File: src/rtl/sm4_tau_serial.sv
// SM4 tau (S-box layer) driver: serialises a 32-bit word through one shared byte S-box,
// gathers the substituted bytes in order and applies L (round) or L' (key schedule).
module sm4_tau_serial #(
  parameter int SBOX_TIMEOUT = 15
) (
  input  logic        i_clk,
  input  logic        i_rst,
  input  logic        i_valid,
  output logic        o_ready,
  input  logic [31:0] i_data,
  input  logic        i_key_mode,
  output logic [7:0]  o_sb_data,
  output logic        o_sb_valid,
  input  logic [7:0]  i_sb_data,
  input  logic        i_sb_valid,
  output logic        o_valid,
  input  logic        i_ready,
  output logic [31:0] o_data,
  output logic        o_err
);

  typedef enum logic [1:0] {IDLE, ISSUE, WAIT, OUT} state_t;

  localparam logic [7:0] TMO_LAST = 8'(SBOX_TIMEOUT - 1);

  function automatic logic [31:0] rotl(input logic [31:0] x, input int n);
    return (x << n) | (x >> (32 - n));
  endfunction

  function automatic logic [31:0] l_xform(input logic [31:0] b);
    return b ^ rotl(b, 2) ^ rotl(b, 10) ^ rotl(b, 18) ^ rotl(b, 24);
  endfunction

  function automatic logic [31:0] lp_xform(input logic [31:0] b);
    return b ^ rotl(b, 13) ^ rotl(b, 23);
  endfunction

  state_t            state_q, state_d;
  logic [3:0][7:0]   word_q, word_d;
  logic              mode_q, mode_d;
  logic [2:0]        iss_cnt_q, iss_cnt_d;
  logic [2:0]        rsp_cnt_q, rsp_cnt_d;
  logic [3:0][7:0]   b_q, b_d;
  logic [7:0]        tmo_cnt_q, tmo_cnt_d;
  logic [7:0]        sb_data_q, sb_data_d;
  logic              sb_valid_q, sb_valid_d;
  logic              valid_q, valid_d;
  logic [31:0]       data_q, data_d;
  logic              err_q, err_d;

  logic [3:0][7:0]   b_merged;
  logic [1:0]        slot;
  logic              rsp_fire;

  // Responses arrive in issue order, so the response count alone picks the byte slot.
  assign slot     = 2'd3 - rsp_cnt_q[1:0];
  assign rsp_fire = i_sb_valid && (state_q == ISSUE || state_q == WAIT);

  for (genvar gi = 0; gi < 4; gi++) begin : g_merge
    assign b_merged[gi] = (slot == 2'(gi)) ? i_sb_data : b_q[gi];
  end

  always_comb begin
    state_d    = state_q;
    word_d     = word_q;
    mode_d     = mode_q;
    iss_cnt_d  = iss_cnt_q;
    rsp_cnt_d  = rsp_cnt_q;
    b_d        = b_q;
    tmo_cnt_d  = tmo_cnt_q;
    sb_data_d  = sb_data_q;
    sb_valid_d = sb_valid_q;
    valid_d    = valid_q;
    data_d     = data_q;
    err_d      = err_q;

    case (state_q)
      IDLE: begin
        if (i_valid) begin
          word_d     = i_data;
          mode_d     = i_key_mode;
          iss_cnt_d  = 3'd1;
          rsp_cnt_d  = 3'd0;
          tmo_cnt_d  = 8'd0;
          sb_valid_d = 1'b1;
          sb_data_d  = i_data[31:24];
          state_d    = ISSUE;
        end
      end
      ISSUE: begin
        if (iss_cnt_q == 3'd4) begin
          sb_valid_d = 1'b0;
          sb_data_d  = 8'd0;
          state_d    = WAIT;
        end else begin
          sb_data_d = word_q[2'd3 - iss_cnt_q[1:0]];
          iss_cnt_d = iss_cnt_q + 3'd1;
        end
      end
      WAIT: begin
        if (!i_sb_valid) begin
          if (tmo_cnt_q == TMO_LAST) begin
            err_d   = 1'b1;
            state_d = IDLE;
          end else begin
            tmo_cnt_d = tmo_cnt_q + 8'd1;
          end
        end
      end
      OUT: begin
        if (i_ready) begin
          valid_d = 1'b0;
          state_d = IDLE;
        end
      end
      default: state_d = IDLE;
    endcase

    // Response capture overrides the per-state decisions; the 4th byte finishes the word.
    if (rsp_fire) begin
      b_d       = b_merged;
      rsp_cnt_d = rsp_cnt_q + 3'd1;
      tmo_cnt_d = 8'd0;
      if (rsp_cnt_q == 3'd3) begin
        data_d     = mode_q ? lp_xform(b_merged) : l_xform(b_merged);
        valid_d    = 1'b1;
        sb_valid_d = 1'b0;
        sb_data_d  = 8'd0;
        state_d    = OUT;
      end
    end
  end

  always_ff @(posedge i_clk or negedge i_rst) begin
    if (!i_rst) begin
      state_q    <= IDLE;
      word_q     <= '0;
      mode_q     <= 1'b0;
      iss_cnt_q  <= 3'd0;
      rsp_cnt_q  <= 3'd0;
      b_q        <= '0;
      tmo_cnt_q  <= 8'd0;
      sb_data_q  <= 8'd0;
      sb_valid_q <= 1'b0;
      valid_q    <= 1'b0;
      data_q     <= 32'd0;
      err_q      <= 1'b0;
    end else begin
      state_q    <= state_d;
      word_q     <= word_d;
      mode_q     <= mode_d;
      iss_cnt_q  <= iss_cnt_d;
      rsp_cnt_q  <= rsp_cnt_d;
      b_q        <= b_d;
      tmo_cnt_q  <= tmo_cnt_d;
      sb_data_q  <= sb_data_d;
      sb_valid_q <= sb_valid_d;
      valid_q    <= valid_d;
      data_q     <= data_d;
      err_q      <= err_d;
    end
  end

  assign o_ready    = (state_q == IDLE);
  assign o_sb_data  = sb_data_q;
  assign o_sb_valid = sb_valid_q;
  assign o_valid    = valid_q;
  assign o_data     = data_q;
  assign o_err      = err_q;

endmodule

File: config.mk
export PLATFORM = sky130hd
export DESIGN_NAME = sm4_tau_serial
export DESIGN_NICKNAME = d
export VERILOG_FILES = /design/src/rtl/sm4_tau_serial.sv
export SDC_FILE = /design/constraint.sdc
export NUM_CORES = 1
export LEC_CHECK = 0
export BUFFER_PORTS_ARGS = -buffer_cell sky130_fd_sc_hd__buf_2
export CORE_AREA = 2 2 115 117
export DETAILED_ROUTE_END_ITERATION = 12
export DIE_AREA = 0 0 117 119
export PLACE_DENSITY_LB_ADDON = 0.12
export RECOVER_POWER = 100
export SYNTH_ARGS = -nofsm -noshare
export SYNTH_HDL_FRONTEND = slang
export SYNTH_SLANG_ARGS = --single-unit
File: constraint.sdc
create_clock -name i_clk -period 3.4 [get_ports i_clk]
set_input_delay 0.34 -clock i_clk [delete_from_list [all_inputs] [get_ports i_clk]]
set_output_delay 0.34 -clock i_clk [all_outputs]
set_load 0.05 [all_outputs]
==> Word level (Yosys, flattened, before mapping) <==
Cells that the tools add are included.
{ "op_classes": {"addsub": 5, "order_cmp": 1, "n_eq_ne": 14, "muxes": 40, "bitwise_logic": 13, "reduce_logical": 14} }
{ "ops": {"columns": ["op", "count"], "rows": [
  ["bitwise XOR 32 bit", 6],
  ["2-to-1 mux 8 bit", 13],
  ["2-to-1 mux 32 bit", 1],
  ["bitwise OR 32 x 10 -> 32 bit", 1],
  ["bitwise OR 32 x 13 -> 32 bit", 1],
  ["bitwise OR 32 x 18 -> 32 bit", 1],
  ["bitwise OR 32 x 2 -> 32 bit", 1],
  ["bitwise OR 32 x 23 -> 32 bit", 1],
  ["bitwise OR 32 x 24 -> 32 bit", 1],
  ["one-hot mux 8 bit (2 select lines)", 2],
  ["binary-select mux 8 bit (select 2 bit)", 1],
  ["2-to-1 mux 3 bit", 5],
  ["2-to-1 mux 2 bit", 7],
  ["adder 8 x 1 -> 8 bit, second input constant", 1],
  ["== test 2 bit, second input constant", 4],
  ["== test 8 x 4 -> 1 bit, second input constant", 1],
  ["2-to-1 mux 1 bit", 8],
  ["one-hot mux 2 bit (4 select lines)", 1],
  ["adder 3 x 1 -> 3 bit, second input constant", 2],
  ["!= test 3 bit, second input constant", 2],
  ["one-hot mux 3 bit (2 select lines)", 1],
  ["AND reduction 2 bit", 3],
  ["AND reduction 3 bit", 2],
  ["nonzero test 2 bit", 3],
  ["14 further kinds", 18]
]} }
{ "totals": {"regBits": 124, "in_bits": 46, "word_cells": 105} }

==> Longest topological paths before layout <==
Gate-level depths: netlist of the first run.
{ "logic_depth": {"ltp_word": 9, "ltp_mapped": 10, "depth_no_buf": 8} }

==> Least setup slack after synthesis of the first run <==
No wires, ideal clock.
{ "synth_path": {"path_kind": "flip-flop to flip-flop", "start": "reg state_q[1]", "end": "reg word_q[0] (netlist bit)", "arrival_time_ns": 2.323, "t_required_ns": 3.335, "slack_ns": 1.012, "path_stages_with_launch": 10, "synth_period_minus_slack_ns": 2.388, "path_cell_list": "dfrtp_1 > inv_1 > ha_1 > clkbuf_1 > and2_1 > clkbuf_1 > clkbuf_1 > buf_1 > nand2_1 > nand2_1"} }
{ "synth_via": {"elab_chain_len": 2} }
{ "synth_lines": {"columns": ["element", "line", "text"], "rows": [
  ["start, declared", "38", "state_t state_q, state_d;"],
  ["start signal, assigned", "149", "state_q <= state_d;"],
  ["logical NOT 2 bit", null, null],
  ["named net o_ready", "9", "output logic o_ready,"],
  ["AND reduction 2 bit (no source line)", null, null],
  ["end signal, assigned", "150", "word_q <= word_d;"],
  ["end, declared", "39", "logic [3:0][7:0] word_q, word_d;"]
]} }
The timed path passes the listed nets, and every way through them passes these cells.
A chain may end at the register's enable or synchronous reset.

==> Worst setup path in the final report of the first run <==
{ "layout_path": {"start": "reg rsp_cnt_q[0]", "end": "reg data_q[11] (netlist: o_data[11])"} }
{ "layout_via": {"elab_chain_len": 9} }
{ "layout_lines": {"columns": ["element", "line", "text"], "rows": [
  ["start, declared", "42", "logic [2:0] rsp_cnt_q, rsp_cnt_d;"],
  ["start signal, assigned", "153", "rsp_cnt_q <= rsp_cnt_d;"],
  ["subtractor 2 bit", "56", "assign slot = 2'd3 - rsp_cnt_q[1:0];"],
  ["== test 2 x 1 -> 1 bit", "60", "assign b_merged[gi] = (slot == 2'(gi)) ? i_sb_data : b_q[gi];"],
  ["2-to-1 mux 8 bit", "60", null],
  ["bitwise OR 32 x 2 -> 32 bit", "27", "return (x << n) | (x >> (32 - n));"],
  ["bitwise XOR 32 bit (4 in a row)", "31", "return b ^ rotl(b, 2) ^ rotl(b, 10) ^ rotl(b, 18) ^ rotl(b, 24);"],
  ["2-to-1 mux 32 bit", "125", "data_d = mode_q ? lp_xform(b_merged) : l_xform(b_merged);"],
  ["end signal, assigned", "159", "data_q <= data_d;"],
  ["end, declared", "48", "logic [31:0] data_q, data_d;"]
]} }
Parallel ways exist; a longest one is shown, timed or not.

==> results of run 1 <==
metrics by stage:
step,utilization (%),setup WS (ns),std cells,power [uW]
3_3_place_gp,66.3,0.407,1062,9370
4_1_cts,70.8,0.394,1094,11300
5_1_grt,69.5,0.0920,1094,11900
3_5_place_dp,66.3,0.373,1062,9500
6_report,69.5,0.266,1094,11200
2_1_floorplan,-,1.01,822,7830
per-layer routing:
metal / routed length (um) / part of all wire (%)
met1: 8930 / 40
met2: 10800 / 49
met5: 0 / 0
met3: 1230 / 5.6
met4: 1120 / 5.0
registers in the layout, indices dropped and copies added, names as in the netlist, 2 cells and up:
| name | cells |
|---|---|
| iss_cnt_q | 3 |
| o_data | 32 |
| word_q | 32 |
| rsp_cnt_q | 3 |
| o_sb_data | 8 |
| state_q | 2 |
| tmo_cnt_q | 8 |
| b_q | 32 |
kinds of logic (layout without fill, tap and decap cells):
logic type / count (synthesis) / in the layout / synth area share [%]
AO/OA/AOI/OAI: 144 / 144 / 12.9
XOR/XNOR: 120 / 120 / 13.6
adder cells (fa/ha/maj): 13 / 13 / 2.05
buffers and inverters: 61 / 157 / 3.57
flip-flops: 124 / 124 / 39.2
multiplexers: 70 / 70 / 12.9
AND/OR/NAND/NOR: 290 / 290 / 15.8
power by group through the flow:
stage | sequential, uW | combinational [uW] | clock (uW)
global route | 2750 | 7290 | 1820
global placement | 2630 | 6740 | 0
CTS | 2660 | 6910 | 1760
finish | 2670 | 6760 | 1750
detailed placement | 2670 | 6830 | 0
floorplan | 3290 | 4540 | 0
placed cells by master (no fill, tap or decap), types with 10 or more instances in the layout:
cell / count
nand2_1: 171
dfrtp_1: 124
xnor2_1: 76
nor2_1: 53
o21ai_0: 51
clkbuf_1: 48
buf_2: 44
xor2_1: 42
mux2i_1: 25
mux2_2: 20
clkbuf_16: 17
and2_1: 16
buf_4: 16
ha_1: 13
nand3_1: 11
inv_1: 10
nand2b_1: 10
a21oi_1: 10
worst max-delay path: cells and delay by family (launching register included):
family | cells | cell delay (ns)
XOR/XNOR | 2 | 0.30
adder cells (fa/ha/maj) | 1 | 0.15
buffers and inverters | 2 | 0.41
AO/OA/AOI/OAI | 3 | 0.92
flip-flops | 1 | 0.42
multiplexers | 1 | 0.82
area by class of cell:
class,instances,area share (%)
flip-flops and latches,124,34.7
clock buffers,19,5.06
well taps,176,2.46
clock inverters,13,1.29
repair buffers,112,6.04
multi-input cells,637,49.9
inverters,13,0.545
worst max path at each step:
stage,cells after the start,from,end,slack (ns)
detailed placement,7,rsp_cnt_q[0],o_data[24],0.37
finish,9,rsp_cnt_q[0],o_data[11],0.27
CTS,7,rsp_cnt_q[0],o_data[24],0.39
global route,9,rsp_cnt_q[0],o_data[11],0.09
global placement,7,rsp_cnt_q[0],o_data[24],0.41
floorplan,9,state_q[1],word_q[0],1.01
==> summary.md, run 1 <==
| Metric | Value |
|---|---|
| Number of global-route vias before repair | about 6700 |
| DPL Wire Length | ~16000 um |
| Synth area leaders | dfrtp_1 (39%), xnor2_1 (8.4%), nand2_1 (8.1%) |
| Worst reg2reg setup slack | 0.27 ns |
| Tcrit/Tclk final | 92.2% |
| Layout filler cell count | ~1000 |
| Synth area leader | dfrtp_1 |
| CTS-repair resized insts | 0 |
| Pleak | between 0.003 and 0.004 uW |
| DRC | 0 |
| GR Overflow Total | 0 |
| Share of cells above drive strength 1 | between 10% and 20% |
| 1st-pass router iterations | 7 |
| H-tree levels | 4 |
| Worst EP required | around 3.7 ns |
| Met2 usage | 56.0% |
| Initial Util | 61.5% |
| Max Slew Vio Count | 75 |
| Crit path time final | 3.13 ns |
| Failing checks | max-capacitance violations, max-slew violations |
| Post-synth top area share | 39.2% |
| Clk pwr share | 15.6% |
| Combinational share of power | between 60% and 70% |
| GRT Max-Usage Layer | met2 |
| Port Buffers | 89 |
| Die span in y | roughly 120 um |
| Area added between synthesis and finish | 12.9% |
| Ant. Diodes | 0 |
| NetSw | about 5500 uW |
| Origin of the worst min-delay path | i_data[5] |
| CTS tree | done |
| Multi-input gate area | about 4500 um2 |
| Core Box Area | ~13000 um2 |
| Synth unique cells | 67 |
| Wire per inst | roughly 20 um |
| Iteration-0 DRC Markers | 565 |
| Synth warn | 0 |
| Cell breakdown of the critical path | inv_1, ha_1, buf_4, mux2i_1, xnor2_1, a21oi_1, xor2_1, o211a_1, a211oi_1 |
| Critical Path End Type | register |
| Die area | between 10000 and 15000 um2 |
| Max Cap Viol | 4 |
| Worst Hold Path Cells | 3 |
| Crit Path Class | register to register |
| Final instance area | roughly 8900 um2 |
| Post-Syn Area per Cell | ~9.6 um2 |
| Synth Flop Type | dfrtp_1 |
| Asr flop ratio synth | 100% |
| Root buffer cell | clkbuf_16 |
| Flop pwr share | 23.9% |
| Area of the mapped netlist | between 7000 and 8000 um2 |
| Post-synth top cells | nand2_1 (171), dfrtp_1 (124), xnor2_1 (76) |
| Reg2reg start | rsp_cnt_q[0] |
| Maximum clock frequency | 319 MHz |
| CP max-delay cell | mux2i_1 |
| Actual slew at the worst max-slew pin | roughly 1.6 ns |
| First-pass GRT wire length | ~36000 um |
| Met1 Use GR | a little over two fifths |
| DP Area | about 8500 um2 |
| Worst r2r path cells | 9 |
| Cell internal pwr | between 5000 and 6000 uW |
| RSZ-0062 raised after global routing | false |
| Post-synth net total | ~880 |
| Most common cell in the netlist | nand2_1 |
| Clk_lat worst skew | 0.43 ns |
| Vias | between 6000 and 7000 |
| Worst-path clk slew | approximately 0.060 ns |
| CP max stage delay | 0.82 ns |
| Rows | 42 |
| Io pins | 90 |
| Post-Route Setup TNS | 0 ns |
| WP data arrival | 3.46 ns |
| Final WL | 22100 um |
| Final hold viol count | 0 |
| Post-CTS Setup Bufs | 0 |
| Hold slack | 0.101 ns |
| Sequential Area | 3100 um2 |
| # setup viols final | 0 |
| Synth Instances | about 820 |
| Max Root-Sink Buffers | 2 |
| Initial antenna violation count | 0 |
| Status | finished, violations left |
| Gr usage total | 34.3% |
| Cts bufs inserted | 17 |
| Post-route ant nets | 0 |
| Nets | 964 |
| Crit-path max FO | 18 |
| CP Launch Type | register |
| CTS Hold Bufs | 0 |
| Pin count of the biggest net entering global routing | 64 |
| Final clock skew | 0.00744 ns |
| Clk sinks | 124 |
| Sw frac | 48.8% |
| Seq cells post-synth | between 100 and 150 |
| Pwr/cell area | around 1200 nW/um2 |
| VDD IR max | approximately 0.61 mV |
| Final GP Congestion | around 0.96 |
| RR Endpoint | o_data[11] |
| End of the worst hold path | word_q[5] |
| Number of synthesized flops with an enable pin | 0 |
| Headroom to the max-slew limit | -9.02% |
| Die X | 117 um |
| Hold Crit Class | input pin to register |
| Sequential area share after synthesis | between 30 and 40% |
| Met3 usage | between 6 and 7% |
| Vias/cell | around 6 |
No activity file was read; power rests on OpenSTA's default activity.
==> run 2: changes to the inputs <==
--- a/config.mk
+++ b/config.mk
@@ -5,10 +5,11 @@
 export SDC_FILE = /design/constraint.sdc
 export NUM_CORES = 1
 export LEC_CHECK = 0
+export ABC_AREA = 1
 export BUFFER_PORTS_ARGS = -buffer_cell sky130_fd_sc_hd__buf_2
-export CORE_AREA = 2 2 115 117
+export CORE_AREA = 2 2 122 124
 export DETAILED_ROUTE_END_ITERATION = 12
-export DIE_AREA = 0 0 117 119
+export DIE_AREA = 0 0 124 126
 export PLACE_DENSITY_LB_ADDON = 0.12
 export RECOVER_POWER = 100
 export SYNTH_ARGS = -nofsm -noshare
==> run 2 against run 1 <==
Against the previous run:
- the flow still finishes with violations (max-capacitance violations, max-slew violations)
- first-iteration DRC count grew 64%
- worst setup slack better by 0.31 ns
- sequential share of layout area fell by 3.9 points
- global-route usage grew 4.6 points
- final cell count up 56%
- fmax grew 11%
- clock skew up 0.0014 ns
- die area increased by 12%
- critical path type unchanged
==> summary.md, run 2 <==
| Metric | Value |
|---|---|
| Port Buffers | 89 (unchanged) |
| Status | finished, violations left (unchanged) |
| Most frequent cells in the layout | nand2_1 (714), nand3_1 (140), inv_1 (124), dfrtp_1 (124), o21ai_0 (72) (was nand2_1 (171), dfrtp_1 (124), xnor2_1 (76)) |
| # setup viols final | 0 (unchanged) |
| GR Overflow Total | 0 (unchanged) |
| Critical Path End Type | register (unchanged) |
| H-tree levels | 4 (unchanged) |
| CTS tree | done (unchanged) |
| Cts bufs inserted | 17 (unchanged) |
| Rows | 44 (was 42) |
| Worst-path clk slew | 0.06 ns (about the same) |
| Ant. Diodes | 0 (unchanged) |
| Final instance area | 10100 um2 (was 8950 um2) |
| Iteration-0 DRC Markers | 924 (was 565) |
| DRC | 0 (unchanged) |
| DP Area | 9570 um2 (was 8540 um2) |
| Crit path time final | 2.82 ns (was 3.13 ns) |
| Reg2reg start | state_q[1] (was rsp_cnt_q[0]) |
| Crit-path max FO | 55 (was 18) |
| Die span in y | 126 um (was 119 um) |
| Layout filler cell count | 1299 (was 1047) |
| Post-synth top cells | nand2_1 (700), nand3_1 (140), dfrtp_1 (124) (was nand2_1 (171), dfrtp_1 (124), xnor2_1 (76)) |
| Area added between synthesis and finish | 11.2% (was 12.9%) |
| First-pass GRT wire length | 46500 um (was 35800 um) |
| Root buffer cell | clkbuf_16 (unchanged) |
| Sequential area share after synthesis | 34.2% (was 39.2%) |
| Worst Hold Path Cells | 3 (unchanged) |
| Synth Instances | 1439 (was 822) |
| Worst r2r path cells | 9 (unchanged) |
| Final hold viol count | 0 (unchanged) |
| Headroom to the max-slew limit | -33.2% (was -9.02%) |
| Initial antenna violation count | 1 (was 0) |
| Post-route ant nets | 0 (unchanged) |
| Final GP Congestion | 1.02 (was 0.963) |
| Synth area leader | dfrtp_1 (unchanged) |
| Post-Route Setup TNS | 0 ns (unchanged) |
| Most common cell in the netlist | nand2_1 (unchanged) |
| Die area | 15600 um2 (was 13900 um2) |
| Die X | 124 um (was 117 um) |
| Number of global-route vias before repair | 9225 (was 6673) |
| Wire per inst | 16.8 um (was 20.2 um) |
| Vias | 9853 (was 6554) |
| Core Box Area | 14300 um2 (was 12900 um2) |
| Pin count of the biggest net entering global routing | 92 (was 64) |
| Synth warn | 0 (unchanged) |
| Final WL | 28800 um (was 22100 um) |
| CP Launch Type | register (unchanged) |
| Area of the mapped netlist | 9070 um2 (was 7920 um2) |
| Number of synthesized flops with an enable pin | 0 (unchanged) |
| Asr flop ratio synth | 100% (unchanged) |
| 1st-pass router iterations | 6 (was 7) |
| Worst EP required | 3.71 ns (was 3.72 ns) |
| Io pins | 90 (unchanged) |
| Origin of the worst min-delay path | i_data[0] (was i_data[5]) |
| CTS-repair resized insts | 0 (unchanged) |
| RSZ-0062 raised after global routing | false (unchanged) |
| Max Cap Viol | 1 (was 4) |
| Vias/cell | 5.76 (was 5.99) |
| Synth Flop Type | dfrtp_1 (unchanged) |
| Share of cells above drive strength 1 | 10.6% (was 16.3%) |
| Post-Syn Area per Cell | 6.30 um2 (was 9.64 um2) |
| Initial Util | 63.4% (was 61.5%) |
| Max Root-Sink Buffers | 2 (unchanged) |
| Crit Path Class | register to register (unchanged) |
| Final core occ | 70.4% (was 69.5%) |
| Synth area leaders | dfrtp_1 (34%), nand2_1 (29%), nand3_1 (7.7%) (was dfrtp_1 (39%), xnor2_1 (8.4%), nand2_1 (8.1%)) |
| RR Endpoint | o_data[26] (was o_data[11]) |
| Max Slew Vio Count | 34 (was 75) |
| DPL Wire Length | 19500 um (was 15800 um) |
| Seq cells post-synth | 124 (unchanged) |
| End of the worst hold path | word_q[0] (was word_q[5]) |
| Post-synth net total | 1498 (was 881) |
| Clk sinks | 124 (unchanged) |
| Synth unique cells | 38 (was 67) |
| Failing checks | max-capacitance violations, max-slew violations (unchanged) |
| Clk_lat worst skew | 0.44 ns (was 0.43 ns) |
| Post-synth top area share | 34.2% (was 39.2%) |
| Worst reg2reg setup slack | 0.58 ns (was 0.27 ns) |
| Nets | 1573 (was 964) |
| Hold Crit Class | input pin to register (unchanged) |
| Commonest non-fill, non-tap cell in the layout | nand2_1 (unchanged) |
| Gr usage total | 38.9% (was 34.3%) |
| Tcrit/Tclk final | 83.0% (was 92.2%) |
| Maximum clock frequency | 354 MHz (was 319 MHz) |
| Actual slew at the worst max-slew pin | 2.00 ns (was 1.64 ns) |
| WP data arrival | 3.14 ns (was 3.46 ns) |
| Final clock skew | 0.00880 ns (was 0.00744 ns) |
run 2: cell count changes after synthesis, sizes merged, moves of 10 or more:
cell    change
a21oi      +21
and2       -19
nand2     +576
xor2       -38
nand3     +129
a21boi     +23
or2        +30
nor2       -31
inv       +119
nand2b     -10
xnor2      -70
mux2       -21
mux2i      -41
o21ai      +43
run 2: stage by stage:
stage | setup WS, ns | hold WS [ns] | instances
after CTS | 0.916 | 0.0864 | 1711
after global placement | 0.986 | 0.324 | 1678
after global routing | 0.347 | 0.0869 | 1711
after detailed placement | 0.940 | 0.329 | 1678
final | 0.578 | 0.0892 | 1711
after floorplan | 1.36 | 0.0444 | 1439
run 2: cell families (layout without fill, tap and decap cells):
kind of cell | Yosys count | count (layout) | share of synthesized area [%]
compound gates | 161 | 161 | 10.1
xor+xnor | 10 | 10 | 0.966
fa+ha+maj | 13 | 13 | 1.79
buf+inv | 179 | 267 | 8.82
flops | 124 | 124 | 34.2
simple gates | 952 | 952 | 44.1
run 2: worst max path at each step:
stage | from | to | slack [ns] | depth (start not counted)
after CTS | rsp_cnt_q[0] | o_data[21] | 0.92 | 13
after global placement | rsp_cnt_q[0] | o_data[8] | 0.99 | 13
after floorplan | state_q[1] | tmo_cnt_q[2] | 1.36 | 10
after detailed placement | rsp_cnt_q[0] | o_data[21] | 0.94 | 13
final | state_q[1] | o_data[26] | 0.58 | 9
after global routing | state_q[1] | o_data[17] | 0.35 | 11
run 2: area by class of cell:
| cell class | instances | area (um2) | area share, % |
|---|---|---|---|
| multi-input combinational | 1136 | 5130 | 50.9 |
| sequential | 124 | 3100 | 30.8 |
| timing repair buffer | 104 | 505 | 5.01 |
| inverter | 131 | 502 | 4.98 |
| clock buffer | 17 | 425 | 4.22 |
| tap | 184 | 230 | 2.28 |
| clock inverter | 15 | 185 | 1.84 |
run 2: timing repair:
item	CTS	global route
buffers inserted	0	0
endpoints found under the setup margin	0	0
hold buffers	1	0
hold endpoints to repair	33	0
run 2: per-layer routing:
layer  vias up  GRT usage (%)  share of wire (%)  wire length [um]
li1       4661              -                  -                 -
met1      4458           49.3                 38             11000
met2       581           58.9                 45             12800
met3       151           9.42                 11              3080
met4         2           25.2                6.5              1860
met5         -              0              0.045                13
run 2: worst max-delay path: stages, from the launching register on:
cell and delay, ns:
dfrtp_1 0.42, inv_1 0.13, ha_1 0.24, nand2_1 0.08, inv_1 0.08, nand2_1 0.06
clkbuf_1 0.54, inv_2 0.53, or2_2 0.45, a21boi_0 0.13
Power of run 2 is not shown: default switching activity piles up to over one toggle a cycle in this logic, so the estimate is an artifact.
==> run 3: changes to the inputs <==
--- a/config.mk
+++ b/config.mk
@@ -5,11 +5,11 @@
 export SDC_FILE = /design/constraint.sdc
 export NUM_CORES = 1
 export LEC_CHECK = 0
-export ABC_AREA = 1
+export ABC_AREA = 0
 export BUFFER_PORTS_ARGS = -buffer_cell sky130_fd_sc_hd__buf_2
-export CORE_AREA = 2 2 122 124
+export CORE_AREA = 2 2 118 120
 export DETAILED_ROUTE_END_ITERATION = 12
-export DIE_AREA = 0 0 124 126
+export DIE_AREA = 0 0 120 122
 export PLACE_DENSITY_LB_ADDON = 0.12
 export RECOVER_POWER = 100
 export SYNTH_ARGS = -nofsm -noshare
==> constraint.sdc (replaced) <==
create_clock -name i_clk -period 2.89 [get_ports i_clk]
set_input_delay 0.289 -clock i_clk [delete_from_list [all_inputs] [get_ports i_clk]]
set_output_delay 0.289 -clock i_clk [all_outputs]
set_load 0.05 [all_outputs]
==> run 3 against run 2 <==
Against the previous run:
- the flow now finishes without violations
- flip-flop and latch count unchanged
- sequential share of layout area increased by 3.2 points
- design area decreased by 9.3%
- hold slack got worse by 0.041 ns
- register-to-register slack got worse by 0.51 ns
- fmax about the same
- routed wire length decreased by 24%
- die area decreased by 6.3%
==> summary.md, run 3 (synthesis results as in run 1) <==
| Metric | Value |
|---|---|
| Status | completed (was finished, violations left) |
| 1st-pass router iterations | 6 (unchanged) |
| Cts bufs inserted | 17 (unchanged) |
| DPL Wire Length | 16100 um (was 19500 um) |
| First-pass GRT wire length | 34500 um (was 46500 um) |
| Critical Path End Type | register (unchanged) |
| Post-CTS Setup Bufs | 0 (unchanged) |
| CP delay by family, top | buffers and inverters (unchanged) |
| Ant. Diodes | 0 (unchanged) |
| Crit-path max FO | 17 (was 55) |
| Final clock skew | 0.00522 ns (was 0.00880 ns) |
| Number of global-route vias before repair | 6300 (was 9225) |
| Pleak | about 0.0040 uW |
| DRC | 0 (unchanged) |
| Setup crit start | rsp_cnt_q[0] (was state_q[1]) |
| Die span in y | 122 um (was 126 um) |
| Vias | 6531 (was 9853) |
| Io pins | 90 (unchanged) |
| Worst EP required | 3.19 ns (was 3.71 ns) |
| Clk_lat worst skew | 0.43 ns (was 0.44 ns) |
| Nets | 980 (was 1573) |
| Initial Util | 58.7% (was 63.4%) |
| Rows | 43 (was 44) |
| GR Overflow Total | 0 (unchanged) |
| Gr usage total | 30.9% (was 38.9%) |
| Tcrit/Tclk final | 97.6% (was 83.0%) |
| Final Power | about 13000 uW |
| RSZ-0062 raised after global routing | false (unchanged) |
| CP max stage delay | 0.54 ns (about the same) |
| Reg2reg start | rsp_cnt_q[0] (was state_q[1]) |
| Max Root-Sink Buffers | 2 (unchanged) |
| Initial antenna violation count | 0 (was 1) |
| Origin of the worst min-delay path | i_data[20] (was i_data[0]) |
| Final WL | 21800 um (was 28800 um) |
| Critical path buffers and inverters | 3 (was 4) |
| Pwr/cell area | roughly 1500 nW/um2 |
| Commonest non-fill, non-tap cell in the layout | nand2_1 (unchanged) |
| Post-route ant nets | 0 (unchanged) |
| Core Box Area | 13500 um2 (was 14300 um2) |
| Final GP Congestion | 0.967 (was 1.02) |
| Actual slew at the worst max-slew pin | 1.17 ns (was 2.00 ns) |
| Wire per inst | 19.6 um (was 16.8 um) |
| CP Launch Type | register (unchanged) |
| Worst-path clk slew | 0.06 ns (about the same) |
| WP data arrival | 3.12 ns (was 3.14 ns) |
| H-tree levels | 4 (unchanged) |
| Share of cells above drive strength 1 | 17.6% (was 10.6%) |
| Cell internal pwr | between 6000 and 7000 uW |
| Clk sinks | 124 (unchanged) |
| Root buffer cell | clkbuf_16 (unchanged) |
| CP max-delay cell | a221oi_1 (was clkbuf_1) |
| Area added between synthesis and finish | 15.4% (was 11.2%) |
| Headroom to the max-slew limit | 21.8% (was -33.2%) |
| Combinational share of power | 60.6% |
| Die X | 120 um (was 124 um) |
| Vias/cell | 5.86 (was 5.76) |
| Most frequent cells in the layout | nand2_1 (171), dfrtp_1 (124), xnor2_1 (76) (was nand2_1 (714), nand3_1 (140), inv_1 (124), dfrtp_1 (124), o21ai_0 (72)) |
| Cell breakdown of the critical path | inv_1, ha_1, buf_12, mux2i_2, clkbuf_1, xnor2_1, a221oi_1, xor2_1, o21ai_0 (was inv_1, ha_1, nand2_1, inv_1, nand2_1, clkbuf_1, inv_2, or2_2, a21boi_0) |
| Crit path time final | 2.82 ns (about the same) |
| # setup viols final | 0 (unchanged) |
| VDD IR max | about 0.68 mV |
| Port Buffers | 89 (unchanged) |
| Hold Crit Class | input pin to register (unchanged) |
| Iteration-0 DRC Markers | 781 (was 924) |
| Post-Route Setup TNS | 0 ns (unchanged) |
| Max Cap Viol | 0 (was 1) |
| Pin count of the biggest net entering global routing | 81 (was 92) |
| NetSw | about 6400 uW |
| Final hold viol count | 0 (unchanged) |
| Maximum clock frequency | 354 MHz (about the same) |
| Die area | 14600 um2 (was 15600 um2) |
| Flop pwr share | a little under a quarter |
| Crit Path Class | register to register (unchanged) |
| Clk pwr share | between 10% and 20% |
| Max Slew Vio Count | 0 (was 34) |
| Sw frac | approximately 48% |
| CTS tree | done (unchanged) |
[run 3: changes by cell type in the layout (fill, tap and decap cells not counted), moves of 20 or more]
cell,delta
or2_2,-30
nor2_1,+31
nand3_1,-129
a21boi_0,-20
nand2_2,-29
xor2_1,+38
o21ai_0,-20
nand2_1,-543
xnor2_1,+70
a21oi_1,-22
inv_1,-114
mux2_2,+20
[run 3: area by class of cell]
type | instances | area (um2)
Clock buffer | 22 | 464
Tap cell | 180 | 225
Fill cell | 1145 | 4360
Sequential cell | 124 | 3100
Multi-Input combinational cell | 637 | 4510
Clock inverter | 10 | 116
Inverter | 13 | 48.8
Timing Repair Buffer | 128 | 668
[run 3: path summary, 6_finish.rpt]
kind | slack [ns] | cells after the start | to
worst max-delay path | 0.07 | 9 | o_data[18]
worst min-delay path | 0.05 | 3 | word_q[20]
worst max register to register | 0.07 | 9 | o_data[18]
worst min register to register | 0.47 | 2 | word_q[7]
max in group asynchronous | 0.48 | 3 | b_q[9]
min in group asynchronous | 0.64 | 2 | o_data[6]
[run 3: metrics by stage]
stage               hold WS, ns  cells  utilization, %  setup slack (ns)  cell area (um2)
floorplan              -0.00659    822               -             0.502             7920
global placement          0.329   1081            64.3             0.154             8680
detailed placement        0.343   1081            64.3             0.167             8680
CTS                      0.0458   1114            68.7             0.151             9280
global route             0.0516   1114            67.7          0.000819             9140
finish                   0.0482   1114            67.7            0.0690             9140
[run 3: routing by layer]
metal | GRT usage [%] | vias up | part of all wire [%]
li1 | - | 3032 | -
met1 | 45.0 | 3183 | 46
met2 | 47.3 | 283 | 45
met3 | 6.04 | 33 | 7.6
met4 | 8.60 | 0 | 1.8
met5 | 0 | - | 0
[run 3: timing repair]
action / 4_1_cts / 5_1_grt
resized for setup: 0 / 0
endpoints found under the setup margin: 0 / 0
hold endpoints to repair: 44 / 0
hold buffers: 1 / 0
[run 3: power by group through the flow]
stage	registers, uW	logic, uW	clock network [uW]
6_report	3160	8100	2100
5_1_grt	3260	8740	2200
4_1_cts	3140	8220	2110
3_5_place_dp	3160	8190	0
3_3_place_gp	3120	8080	0
2_1_floorplan	3870	5340	0
[run 3: tightest hold or removal path, stage by stage]
cell and delay (ns):
buf_2 0.07, nand2_1 0.04, nand2_1 0.04
